**config.mk**
```make
export PLATFORM = sky130hd
export DESIGN_NAME = screen_writer
export DESIGN_NICKNAME = d
export VERILOG_FILES = /design/src/rtl/screen_writer.sv
export SDC_FILE = /design/constraint.sdc
export NUM_CORES = 1
export LEC_CHECK = 0
export ABC_AREA = 1
export BUFFER_PORTS_ARGS = -buffer_cell sky130_fd_sc_hd__buf_2
export CAP_MARGIN = 20
export CORE_MARGIN = 2
export CORE_UTILIZATION = 53
export CTS_BUF_LIST = sky130_fd_sc_hd__clkbuf_8
export DETAILED_ROUTE_END_ITERATION = 6
export GPL_TIMING_DRIVEN = 0
export HOLD_SLACK_MARGIN = 0.15
export PLACE_DENSITY = 0.85
export SKIP_CTS_REPAIR_TIMING = 1
export SLEW_MARGIN = 20
export SYNTH_ARGS = -nofsm -noshare
export SYNTH_HDL_FRONTEND = slang
export SYNTH_SLANG_ARGS = --single-unit
```
**constraint.sdc**
```tcl
create_clock -name clk -period 2.2 [get_ports clk]
set_input_delay 0.11 -clock clk [delete_from_list [all_inputs] [get_ports clk]]
set_output_delay 0.11 -clock clk [all_outputs]
set_load 0.01 [all_outputs]
```
**src/rtl/screen_writer.sv**
```systemverilog
// Character-cell write engine: turns host register strobes into screen RAM writes
// at the text cursor, and runs a whole-screen fill sweep on command.
module screen_writer #(
    parameter int COLS = 80,
    parameter int ROWS = 60,
    parameter int AW   = 13
) (
    input  logic          clk,
    input  logic          rst,
    input  logic          reg_we,
    input  logic [3:0]    reg_addr,
    input  logic [7:0]    reg_wdata,
    output logic          ram_we,
    output logic [AW-1:0] ram_addr,
    output logic [7:0]    ram_wdata,
    output logic          busy,
    output logic          overrun,
    output logic [6:0]    cursor_x,
    output logic [5:0]    cursor_y
);

    localparam logic [0:0]    ST_IDLE = 1'b0;
    localparam logic [0:0]    ST_FILL = 1'b1;
    localparam logic [3:0]    A_DATA  = 4'd1;
    localparam logic [3:0]    A_CURX  = 4'd2;
    localparam logic [3:0]    A_CURY  = 4'd3;
    localparam logic [3:0]    A_FILL  = 4'd5;
    localparam logic [3:0]    A_CTRL  = 4'd6;
    localparam logic [6:0]    X_MAX   = 7'(COLS - 1);
    localparam logic [5:0]    Y_MAX   = 6'(ROWS - 1);
    localparam logic [AW-1:0] LAST    = AW'(COLS * ROWS - 1);
    localparam logic [AW-1:0] COLS_W  = AW'(COLS);

    logic [0:0]    state_r;
    logic          ram_we_r;
    logic [AW-1:0] ram_addr_r;
    logic [7:0]    ram_wdata_r;
    logic [7:0]    fill_char_r;
    logic          autoinc_r;
    logic          overrun_r;
    logic [6:0]    cursor_x_r;
    logic [5:0]    cursor_y_r;

    logic          wr_data_s;
    logic          wr_curx_s;
    logic          wr_cury_s;
    logic          wr_fill_s;
    logic          wr_ctrl_s;
    logic          x_ok_s;
    logic          y_ok_s;
    logic          drop_s;
    logic [AW-1:0] cell_addr_s;
    logic [6:0]    next_x_s;
    logic [5:0]    next_y_s;

    // Register decode, cursor advance and linear cell address.
    always_comb begin
        wr_data_s   = reg_we && (reg_addr == A_DATA);
        wr_curx_s   = reg_we && (reg_addr == A_CURX);
        wr_cury_s   = reg_we && (reg_addr == A_CURY);
        wr_fill_s   = reg_we && (reg_addr == A_FILL);
        wr_ctrl_s   = reg_we && (reg_addr == A_CTRL);
        x_ok_s      = ({24'd0, reg_wdata} < 32'(COLS));
        y_ok_s      = ({24'd0, reg_wdata} < 32'(ROWS));
        drop_s      = (state_r == ST_FILL) && (wr_data_s || wr_curx_s || wr_cury_s || wr_fill_s);
        cell_addr_s = AW'(cursor_y_r) * COLS_W + AW'(cursor_x_r);
        next_x_s    = 7'd0;
        next_y_s    = 6'd0;
        if (cursor_x_r != X_MAX) begin
            next_x_s = cursor_x_r + 7'd1;
            next_y_s = cursor_y_r;
        end else if (cursor_y_r != Y_MAX) begin
            next_x_s = 7'd0;
            next_y_s = cursor_y_r + 6'd1;
        end else begin
            next_x_s = 7'd0;
            next_y_s = 6'd0;
        end
    end

    // Main state: host command servicing, fill sweep, control and overrun flag.
    always_ff @(posedge clk) begin
        if (rst) begin
            state_r     <= ST_IDLE;
            ram_we_r    <= 1'b0;
            ram_addr_r  <= '0;
            ram_wdata_r <= 8'd0;
            fill_char_r <= 8'd0;
            autoinc_r   <= 1'b1;
            overrun_r   <= 1'b0;
            cursor_x_r  <= 7'd0;
            cursor_y_r  <= 6'd0;
        end else begin
            case (state_r)
                ST_IDLE: begin
                    ram_we_r <= 1'b0;
                    if (wr_data_s) begin
                        ram_we_r    <= 1'b1;
                        ram_addr_r  <= cell_addr_s;
                        ram_wdata_r <= reg_wdata;
                        if (autoinc_r) begin
                            cursor_x_r <= next_x_s;
                            cursor_y_r <= next_y_s;
                        end
                    end else if (wr_curx_s && x_ok_s) begin
                        cursor_x_r <= reg_wdata[6:0];
                    end else if (wr_cury_s && y_ok_s) begin
                        cursor_y_r <= reg_wdata[5:0];
                    end else if (wr_fill_s) begin
                        // The first sweep write is issued on the command edge itself.
                        state_r     <= ST_FILL;
                        fill_char_r <= reg_wdata;
                        ram_we_r    <= 1'b1;
                        ram_addr_r  <= '0;
                        ram_wdata_r <= reg_wdata;
                    end
                end
                ST_FILL: begin
                    if (ram_addr_r == LAST) begin
                        state_r    <= ST_IDLE;
                        ram_we_r   <= 1'b0;
                        cursor_x_r <= 7'd0;
                        cursor_y_r <= 6'd0;
                    end else begin
                        ram_we_r    <= 1'b1;
                        ram_addr_r  <= ram_addr_r + AW'(1);
                        ram_wdata_r <= fill_char_r;
                    end
                end
                default: begin
                    state_r  <= ST_IDLE;
                    ram_we_r <= 1'b0;
                end
            endcase
            if (wr_ctrl_s) begin
                autoinc_r <= reg_wdata[0];
            end
            // A drop in the same cycle as a clear wins.
            overrun_r <= (overrun_r && !(wr_ctrl_s && reg_wdata[7])) || drop_s;
        end
    end

    assign ram_we    = ram_we_r;
    assign ram_addr  = ram_addr_r;
    assign ram_wdata = ram_wdata_r;
    assign busy      = (state_r == ST_FILL);
    assign overrun   = overrun_r;
    assign cursor_x  = cursor_x_r;
    assign cursor_y  = cursor_y_r;

endmodule

```
==> flow_summary.json <==
{
  "outcome": "complete, no violations",
  "crit_required_ps": 2450,
  "leakagePower_nw": 1.80,
  "dr.first_iter.drc_count": 437,
  "regArea_um2": 937,
  "synth-xor-area-share_pct": 1.11,
  "cts_buffers": 5,
  "synth_edf_count": 0,
  "final_common_cell": "nand2_1",
  "grt_usage_pct": 28.4,
  "maxSlewViolCount": 0,
  "critPathKind": "register to register",
  "start_util_pct": 54.0,
  "placed_cell_area_mm2": 0.00349,
  "final-hold-violation-count": 0,
  "num_rows": 28,
  "fin_skew_ps": 5.16,
  "p_switching_uw": 545,
  "ir_worst_vdd_mv": 0.312,
  "final_net_count": 608,
  "worstSetupEndpointType": "register",
  "cts_root_buf": "clkbuf_8",
  "numPortBuffers": 51,
  "grt_pass1_vias": 3237,
  "clk_pin_slew_ps": 90,
  "synth_top_cell_by_area": "dfxtp_1",
  "relSlewSlack_pct": 60.0,
  "firstDrtPassIters": 5,
  "clk_latency_ps": 310,
  "dp_hpwl_mm": 6.72,
  "fin_crit_ps": 2150,
  "htree_num_levels": 2,
  "wl_per_cell_um": 14.5,
  "powerDensity_mw_per_mm2": 491,
  "most-common-layout-cells": "138 x nand2_1, 71 x nor2_1, 59 x buf_2, 53 x o21ai_0, 51 x inv_1",
  "yosysWarnings": 0,
  "crit_arrival_ps": 2400,
  "grt_pass1_wl_mm": 14.5,
  "yosys.area.top_type_share_pct": 29.3,
  "postSynthCellCount": 504,
  "power_mw": 1.87,
  "dieArea_mm2": 0.00656,
  "antenna_found_initial": 0,
  "cp_max_fo": 4,
  "cts_tree": "done",
  "synth_ff_type": "dfxtp_1",
  "drc": 0,
  "synth-compound-area-share_pct": 17.0,
  "setup-tns-final_ps": 0,
  "synth_top_family_by_area": "simple AND/OR/NAND/NOR gates",
  "fp.dieW_um": 81.0,
  "multi_input_area_mm2": 0.00201,
  "drive_gt1_share_pct": 19.6,
  "wl_mm": 9.49,
  "max_cap_violations": 0,
  "die_y_um": 81.0,
  "worstSetupStartpointType": "register",
  "synth_fp_nets": 535,
  "fin_crit_sh_pct": 97.7,
  "worst_pin_slew_ps": 600,
  "final_area_mm2": 0.00380,
  "crit_start": "cursor_y[1]$_SDFFE_PP0P_",
  "grt_overflow": 0,
  "intPower_mw": 1.32,
  "fin_util_pct": 65.3,
  "max_freq_mhz": 465,
  "clockPowerShare_pct": 34.5,
  "vias": 3677,
  "place_congestion": 0.899,
  "clkSinkCount": 46,
  "cts_buffer_depth": 2,
  "synthMuxAreaShare_pct": 0,
  "core_area_mm2": 0.00582,
  "setup_viol": 0,
  "yosysUniqueCellTypes": 36,
  "power_frac_comb_pct": 17.3,
  "r2r-start": "cursor_y[1]$_SDFFE_PP0P_",
  "swShare_pct": 29.2,
  "p_seq_share_pct": 48.2,
  "antenna_cells": 0,
  "io_pins": 52,
  "ys_seq_area_share_pct": 29.3,
  "ant_nets": 0,
  "viasPerCell": 5.63,
  "grt_start_max_net_pins": 14,
  "synth_area_leaders": "dfxtp_1 29%, nand2_1 16%, nor2_1 8.5%",
  "mappedNetlistArea_mm2": 0.00314,
  "synth_area_per_cell_um2": 6.24,
  "synth-seq-cells": 46,
  "hold_class": "input pin to register",
  "async_reset_ff_share_pct": 0,
  "fill_cells": 535,
  "min_from": "reg_wdata[5]",
  "rsz0062_at_grt": "true",
  "synth_adder_area_share_pct": 6.85,
  "synth-simple-area-share_pct": 37.3,
  "synthToLayoutAreaGrowth_pct": 20.9
}
==> worst paths after layout <==
kind                                       to  slack (ps)  cells past startpoint
setup / recovery    ram_addr[11]$_SDFFE_PP0P_          50                     11
hold reg to reg   fill_char_r[0]$_SDFFE_PP0P_         460                      2
hold / removal    fill_char_r[5]$_SDFFE_PP0P_         150                      3
setup reg to reg    ram_addr[11]$_SDFFE_PP0P_          50                     11
==> power by group through the flow <==
stage	clock [mW]	combinational, mW	sequential [mW]
floorplan	0	0.176	0.924
finish	0.644	0.323	0.898
detailed placement	0	0.284	0.919
CTS	0.638	0.286	0.900
global route	0.678	0.357	0.903
global placement	0	0.277	0.918
==> logic make-up after synthesis <==
kind of cell | Yosys count
and+or+nand+nor | 273
AOI/OAI and AO/OA | 101
DFF | 46
xor gates and xnor gates | 4
adders and majority gates | 16
buffers and inverters | 64
==> flip-flops by register name, summed over array words and instances, names as in the netlist <==
register / count
autoinc_r: 1
busy: 1
cursor_x: 7
cursor_y: 6
fill_char_r: 8
overrun: 1
ram_addr: 13
ram_wdata: 8
ram_we: 1
==> critical path: stages (launching register included) <==
cell     delay, ps
dfxtp_4        370
ha_4           250
ha_4           160
fa_1           530
nand2_1         70
nor2_1          90
nand2_1         80
a21oi_2        180
nand2_1         70
nand2_1         70
nand3_2         70
a21oi_2        140
==> final cells by class <==
| cell class | instances | area share [%] |
|---|---|---|
| Timing Repair Buffer | 66 | 10.1 |
| Clock buffer | 5 | 1.81 |
| Buffer | 14 | 2.04 |
| Multi-Input combinational cell | 394 | 52.9 |
| Sequential cell | 46 | 24.7 |
| Inverter | 50 | 4.94 |
| Tap cell | 75 | 2.47 |
| Clock inverter | 3 | 0.988 |
==> stage by stage <==
| stage | cells | setup slack, ps | hold WS (ps) |
|---|---|---|---|
| floorplan | 504 | 5.71 | 258 |
| global placement | 630 | -125 | 402 |
| detailed placement | 630 | -152 | 415 |
| CTS | 638 | -210 | 87.8 |
| global route | 653 | -71.3 | 146 |
| finish | 653 | 49.8 | 146 |
==> per-layer routing <==
layer	up-vias	GRT usage (%)	part of all wire, %
li1	1785	-	-
met1	1679	36.4	43
met5	-	0	0
met3	28	5.44	7.2
met2	185	46.4	48
met4	0	12.9	2.7
==> synthesized netlist by cell type (all sizes together) (2+ instances only) <==
library cell,n
o21ai,55
xor2,2
nand4,8
dfxtp,46
o22ai,2
nor2,81
ha,14
xnor2,2
inv,50
clkbuf,3
a21oi,34
nand2,146
o21bai,3
nand3,35
buf,11
fa,2
Note: power is estimated with default switching activity, not from simulation.
